===== config.mk =====
export PLATFORM = sky130hd
export DESIGN_NAME = conv_weight_streamer_1x1
export DESIGN_NICKNAME = d
export VERILOG_FILES = /design/src/rtl/conv_weight_streamer_1x1.sv
export SDC_FILE = /design/constraint.sdc
export NUM_CORES = 1
export LEC_CHECK = 0
export ABC_AREA = 1
export BUFFER_PORTS_ARGS = -buffer_cell sky130_fd_sc_hd__buf_2
export CELL_PAD_IN_SITES_DETAIL_PLACEMENT = 0
export CELL_PAD_IN_SITES_GLOBAL_PLACEMENT = 2
export CORE_MARGIN = 4
export CORE_UTILIZATION = 31
export DETAILED_ROUTE_END_ITERATION = 16
export PLACE_DENSITY = 0.91
export REMOVE_ABC_BUFFERS = 1
export SYNTH_ARGS = -nofsm -noshare
export SYNTH_HDL_FRONTEND = slang
export SYNTH_SLANG_ARGS = --single-unit

===== constraint.sdc =====
create_clock -name clk -period 2.4 [get_ports clk]
set_input_delay 0.12 -clock clk [delete_from_list [all_inputs] [get_ports clk]]
set_output_delay 0.12 -clock clk [all_outputs]
set_load 0.01 [all_outputs]

===== src/rtl/conv_weight_streamer_1x1.sv =====
// Streams 1x1 convolution weights from a synchronous-read memory into a conv layer.
// Reads walk out_ch (outer) by in_ch (inner); each returned word is re-registered before output.
module conv_weight_streamer_1x1 #(
  parameter int unsigned DATA_WIDTH      = 32,
  parameter int unsigned CHANNEL_NUM_IN  = 256,
  parameter int unsigned CHANNEL_NUM_OUT = 48,
  parameter int unsigned ADDR_WIDTH      = 14,
  parameter int unsigned BASE_ADDR       = 0
) (
  input  logic                  clk,
  input  logic                  reset,
  input  logic                  start,
  input  logic                  hold,
  output logic                  weight_rd_en,
  output logic [ADDR_WIDTH-1:0] weight_rd_addr,
  input  logic [DATA_WIDTH-1:0] weight_rd_data,
  output logic                  valid_weight_out,
  output logic [DATA_WIDTH-1:0] weight_out,
  output logic                  busy,
  output logic                  done
);

  localparam int unsigned IN_W  = (CHANNEL_NUM_IN  > 1) ? $clog2(CHANNEL_NUM_IN)  : 1;
  localparam int unsigned OUT_W = (CHANNEL_NUM_OUT > 1) ? $clog2(CHANNEL_NUM_OUT) : 1;

  localparam logic [ADDR_WIDTH-1:0] BASE     = ADDR_WIDTH'(BASE_ADDR);
  localparam logic [IN_W-1:0]       IN_LAST  = IN_W'(CHANNEL_NUM_IN - 1);
  localparam logic [OUT_W-1:0]      OUT_LAST = OUT_W'(CHANNEL_NUM_OUT - 1);

  typedef enum logic [1:0] {IDLE, STREAM, DRAIN, DONE} state_t;

  state_t                  state;
  logic [IN_W-1:0]         in_ch;
  logic [OUT_W-1:0]        out_ch;
  logic [ADDR_WIDTH-1:0]   next_addr;
  logic                    reads_done;
  logic                    rd_pend;

  logic                    issue_c;
  logic                    last_c;

  // A read is issued on the accepting edge of start, and every un-held STREAM cycle until all reads are out.
  always_comb begin
    issue_c = 1'b0;
    last_c  = (in_ch == IN_LAST) && (out_ch == OUT_LAST);
    if (!hold) begin
      if (state == IDLE)
        issue_c = start;
      else if (state == STREAM)
        issue_c = !reads_done;
    end
  end

  always_ff @(posedge clk) begin
    if (reset) begin
      state            <= IDLE;
      in_ch            <= '0;
      out_ch           <= '0;
      next_addr        <= BASE;
      reads_done       <= 1'b0;
      rd_pend          <= 1'b0;
      weight_rd_en     <= 1'b0;
      weight_rd_addr   <= BASE;
      valid_weight_out <= 1'b0;
      weight_out       <= '0;
      busy             <= 1'b0;
      done             <= 1'b0;
    end else begin
      // Two-stage return path: memory latency, then the output register.
      weight_rd_en     <= issue_c;
      rd_pend          <= weight_rd_en;
      valid_weight_out <= rd_pend;
      if (rd_pend)
        weight_out <= weight_rd_data;
      done <= 1'b0;

      if (issue_c) begin
        weight_rd_addr <= next_addr;
        next_addr      <= next_addr + ADDR_WIDTH'(1);
        if (in_ch == IN_LAST) begin
          in_ch <= '0;
          if (!last_c)
            out_ch <= out_ch + OUT_W'(1);
        end else begin
          in_ch <= in_ch + IN_W'(1);
        end
        if (last_c)
          reads_done <= 1'b1;
      end

      case (state)
        IDLE: begin
          if (start) begin
            state <= STREAM;
            busy  <= 1'b1;
          end
        end
        STREAM: begin
          if (reads_done)
            state <= DRAIN;
        end
        DRAIN: begin
          // Final word is on the output and nothing is left in flight.
          if (!weight_rd_en && !rd_pend && valid_weight_out) begin
            state <= DONE;
            busy  <= 1'b0;
            done  <= 1'b1;
          end
        end
        DONE: begin
          state      <= IDLE;
          in_ch      <= '0;
          out_ch     <= '0;
          next_addr  <= BASE;
          reads_done <= 1'b0;
        end
        default: state <= IDLE;
      endcase
    end
  end

endmodule


Word level (Yosys, flattened, before mapping)
Index checks and enable logic that the tools add are counted.

$mul: 0. Shifts and indexed selects: 0. Muxes and demuxes: 12. Reductions and logical operators: 14. Magnitude comparators: 0. Div/mod/pow operators: 0. Bitwise gates (word level): 2. Add/subtract/negate cells: 3. Eq/ne operators: 8.

Operators with widths (number): 14-bit by 1-bit adder with 14-bit output, second input constant (1); 3-bit AND reduction (3); 8-bit by 1-bit adder with 8-bit output, second input constant (1); 8-bit equality test, second input constant (1); 8-bit 2-to-1 mux (1); 2-bit case mux with 4 select lines (1); 6-bit by 1-bit adder with 6-bit output, second input constant (1); 6-bit equality test, second input constant (1); 1-bit 2-to-1 mux (6); 2-bit 2-to-1 mux (3); 2-bit != test, second input constant (3); 2-bit equality test, second input constant (2); 2-bit OR reduction (2); 1-bit logical AND (3); 1-bit zero test (3); 2-bit by 1-bit equality test with 1-bit output, second input constant (1); 2-bit zero test (1); 1-bit NOT (2); 1-bit case mux with 2 select lines (1); 2-bit AND reduction (1); 2-bit nonzero test (1).

Memory bits (read-only): 0. Memories: 0. Flip-flop bits (word level): 82. Bits in writable memories: 0. Bits of input ports: 36. Logic and storage cells: 51. Output and inout port bits: 50. Latch bits: 0.

Logic depth before layout (Yosys ltp)
Depth in word-level cells: 5. Gate-level depth with buffers: 10. Mapped depth without buffers: 10.

Worst setup path after synthesis
No wires, ideal clock.

Path kind: register -> register. From: register state[0]. To: register next_addr[10]. Path slack: 0.873 ns. Arrival: 1.412 ns. Cell stages (with the launch flop): 10. Setup time: 0.115 ns. Data required time: 2.285 ns. Clock period less this slack: 1.527 ns. Buffers on the path: 1. Path through: dfxtp_1 -> inv_1 -> ha_1 -> a21oi_1 -> nand2_2 -> buf_6 -> nor2_1 -> nand3_1 -> nand2_1 -> nor2_1.

Cells in the longest elaborated chain, start to end: 4. Elaborated cells between the ends (all ways): 7. Classes of those cells: eq/ne: 2; mux: 3; reduce/logical: 2.

Ends and longest elaborated chain: start: declaration (line 32) `state_t state;`; start signal: assignment (line 56) `state <= IDLE;`; start signal: assignment (line 94) `state <= STREAM;`; start signal: assignment (line 100) `state <= DRAIN;`; 2-bit by 1-bit equality test with 1-bit output (line 49) `else if (state == STREAM)`; 1-bit 2-to-1 mux (line 49); 1-bit 2-to-1 mux (line 47) `if (state == IDLE)`; 1-bit 2-to-1 mux (line 46) `if (!hold) begin`; end signal: assignment (line 79) `next_addr <= next_addr + ADDR_WIDTH'(1);`; end: declaration (line 35) `logic [ADDR_WIDTH-1:0] next_addr;`.

Several ways; a longest one is shown, not always the timed one. A chain may end at the register's enable or synchronous reset.

Worst setup path in the final report
From: register state[0]. To: register weight_rd_addr[5].

Cells in the longest elaborated chain, start to end: 4. Elaborated cells between the ends (all ways): 5. Classes of those cells: eq/ne: 1; mux: 3; reduce/logical: 1.

Ends and longest elaborated chain: 2-bit by 1-bit equality test with 1-bit output (line 49); 1-bit 2-to-1 mux (line 49); 1-bit 2-to-1 mux * (line 47); 1-bit 2-to-1 mux * (line 46); end signal: assignment (line 78) `weight_rd_addr <= next_addr;`; end: declaration (line 15) `output logic [ADDR_WIDTH-1:0] weight_rd_addr,`.

Mark *: on every way between the ends. The rest lies on a longest branch, timed or not.

==> flow_summary.ini <==
[status]
status = completed

[grt]
gr-usage-all-layers_pct = 14.0
antenna_found_initial = 0
grt_pass1_wl_um = 14600
grt_max_degree = 38
grt_pass1_vias = 3010
grt_remaining_overflow = 0

[drt]
ant_nets = 0
vias = 3186
first_iter_violations = 157
avgViaCountPerCell = 4.42
wl_per_cell_um = 12.1
drc = 0
first_pass_iters = 4
routed_wl_um = 8760

[setup_path]
r2r_cells = 9
slowest_stage = dfxtp_1
rrSetupSlack_ns = 0.44
crit_type = flop to flop
worstSetupEndpointType = flop
cp_num_buf_inv = 3
critPathTopFamily = simple AND/OR/NAND/NOR gates
arrival_ns = 2.22
r2r-end = weight_rd_addr[5]$_SDFFE_PP0P_
crit_chain = inv_1, ha_1, nand2_2, nand2_1, nor2_4, buf_4, buf_4, o21ai_0, a21oi_1
timing.rr.start = state[0]$_SDFFE_PP0P_
cp_data_required_time_ns = 2.67
slowest_delay_ns = 0.36
cp_max_fo = 13
crit_path_start_kind = flop
crit_top_cell = buf_4

[die]
initial_utilization_pct = 32.3
rows = 37
dieHeight_um = 113
fp.dieW_um = 113
coreArea_mm2 = 0.0105
die_area_mm2 = 0.0127
pin_count = 86

[power]
switchingPower_uw = 1160
p_int_uw = 2410
seqPwrFrac_pct = 45.9
combPwrFrac_pct = 24.6
peakVddDrop_uv = 329
switching_share_pct = 32.4
power_density_mw_per_mm2 = 798
leakage_uw = 0.00206
clkPwrFrac_pct = 29.4

[yosys]
synth_area_mm2 = 0.00339
synth_top_area_share_pct = 48.4
synth_cells = 464
yosysSeqAreaShare_pct = 48.4
synthTopCellsByArea = dfxtp_1 (48%), nor2_1 (13%), nand2_1 (8.0%), o21ai_0 (7.2%), inv_1 (4.1%)
yosys.area.top_type = dfxtp_1
syn_avg_cell_area_um2 = 7.31
synth_cell_types = 27
ys_warn_count = 0
ys_seq_elements = 82

[sta]
grt_setup_unrepaired = no
min_period_ns = 1.96
maxSlewHeadroom_pct = 70.5
tightest_slew_ns = 0.442
tns_ns = 0
finalMaxSlewViolations = 0
hold_viol_final = 0
finalSetupViolCount = 0
fin_crit_sh_pct = 81.6
finClkSkew_ns = 0.0139
fmax_mhz = 510

[final_layout]
area_delta_synth_final_pct = 31.9
final.fill_count = 1057
final_nets = 624
postLayoutCellArea_mm2 = 0.00447
layout_common_cells = nor2_1 (120), buf_2 (85), dfxtp_1 (82)
final_common_cell = nor2_1
n_antenna_cell = 0
fin_util_pct = 42.6
drive_above_1_share_pct = 20.3
multi_input_comb_area_mm2 = 0.00152
seq_area_mm2 = 0.00164

[cts]
post-cts-setup-buffers = 0
cts_max_level = 3
root_buffer = clkbuf_8
cts_tree = built
insertion_delay_ns = 0.35
cts_made_buffers = 9
cts.sinks = 82
cts.path.max_buffers = 2
path_clk_slew_ns = 0.10
cts_resized = 0

[placed_design]
dp_hpwl_um = 6150
postPlaceCellArea_mm2 = 0.00396
routabilityCongestion = 0.778
port_buffers = 85

[hold_path]
hp-class = input pin to flop
holdCritStartpoint = weight_rd_data[21]
holdPathEnd = weight_out[21]$_SDFFE_PP0P_
min_path_cells = 3

[job]
cap_violations = 0
final cells by class:
class	count	share of cell area [%]
timing repair buffer	123	17.6
clock buffer	10	3.08
clock inverter	6	1.65
inverter	38	3.19
sequential	82	36.7
tap	136	3.80
multi-input combinational	326	34.0
how the worst max path moves through the flow:
stage	start	endpoint	slack [ns]	depth (start not counted)
2_1_floorplan	rd_pend$_SDFF_PP0_	state[0]$_SDFFE_PP0P_	0.33	6
3_3_place_gp	state[0]$_SDFFE_PP0P_	weight_rd_addr[8]$_SDFFE_PP0P_	0.56	9
3_5_place_dp	state[0]$_SDFFE_PP0P_	weight_rd_addr[5]$_SDFFE_PP0P_	0.43	9
4_1_cts	state[0]$_SDFFE_PP0P_	weight_rd_addr[5]$_SDFFE_PP0P_	0.40	9
5_1_grt	state[1]$_SDFFE_PP0P_	weight_rd_addr[5]$_SDFFE_PP0P_	0.24	9
6_report	state[0]$_SDFFE_PP0P_	weight_rd_addr[5]$_SDFFE_PP0P_	0.44	9
cells in the mapped netlist:
cell / count
nor2_1: 120
dfxtp_1: 82
nand2_1: 72
o21ai_0: 49
inv_1: 37
a21oi_1: 27
nand3_1: 21
clkbuf_1: 12
ha_1: 8
nand4_1: 5
xor2_1: 5
nor3_1: 4
buf_2: 3
a211oi_2: 2
buf_4: 2
nand2_2: 2
nor2_2: 2
or2_2: 2
a31oi_1: 1
buf_6: 1
clkinv_1: 1
nand3_2: 1
nor2_4: 1
o211ai_1: 1
o21bai_1: 1
or2_0: 1
xnor2_1: 1
power by group through the flow:
stage               registers (µW)  logic, µW  clock network (µW)
floorplan                     1740        429                   0
global placement              1670        837                   0
detailed placement            1670        856                   0
CTS                           1640        898                1100
global route                  1660       1010                1160
finish                        1640        880                1050
logic make-up (layout without fill, tap and decap cells):
kind of cell,after synthesis,count (layout),synth area share (%)
XOR/XNOR,6,6,1.55
buffers and inverters,56,177,6.75
flip-flops,82,82,48.4
AND/OR/NAND/NOR,231,231,27.8
AO/OA/AOI/OAI,81,81,12.6
adder cells (fa/ha/maj),8,8,2.95
what timing repair did:
| action | in CTS | in global routing |
|---|---|---|
| setup endpoints to repair | 0 | 0 |
| hold endpoints to repair | 30 | 0 |
| hold buffers | 30 | 0 |
flip-flops by register name, indices dropped and copies added (netlist names), 2 cells and up:
signal and cells:
weight_out 32, next_addr 14, weight_rd_addr 14, in_ch 8, out_ch 6, state 2
routing by layer:
metal  track usage, %  vias up  share of wire (%)
met5                0        -                  0
met4             6.01        0                2.1
met3             2.37       13                2.8
met2             22.4       47                 47
met1             18.5     1418                 48
li1                 -     1708                  -
stage by stage:
stage | cells | worst slack, ns | hold slack, ns | total power (µW)
3_5_place_dp | 675 | 0.428 | 0.348 | 2530
6_report | 721 | 0.441 | 0.00492 | 3570
5_1_grt | 721 | 0.236 | 0.00908 | 3830
4_1_cts | 721 | 0.403 | 0.000733 | 3630
3_3_place_gp | 675 | 0.561 | 0.343 | 2510
2_1_floorplan | 446 | 0.326 | 0.189 | 2170
worst reg2reg max path, cell delays in order, from the launching register on:
cell and delay (ns):
dfxtp_1 0.36, inv_1 0.10, ha_1 0.28, nand2_2 0.12
nand2_1 0.09, nor2_4 0.31, buf_4 0.24, buf_4 0.17
o21ai_0 0.07, a21oi_1 0.15
No activity file was read; power rests on OpenSTA's default activity.
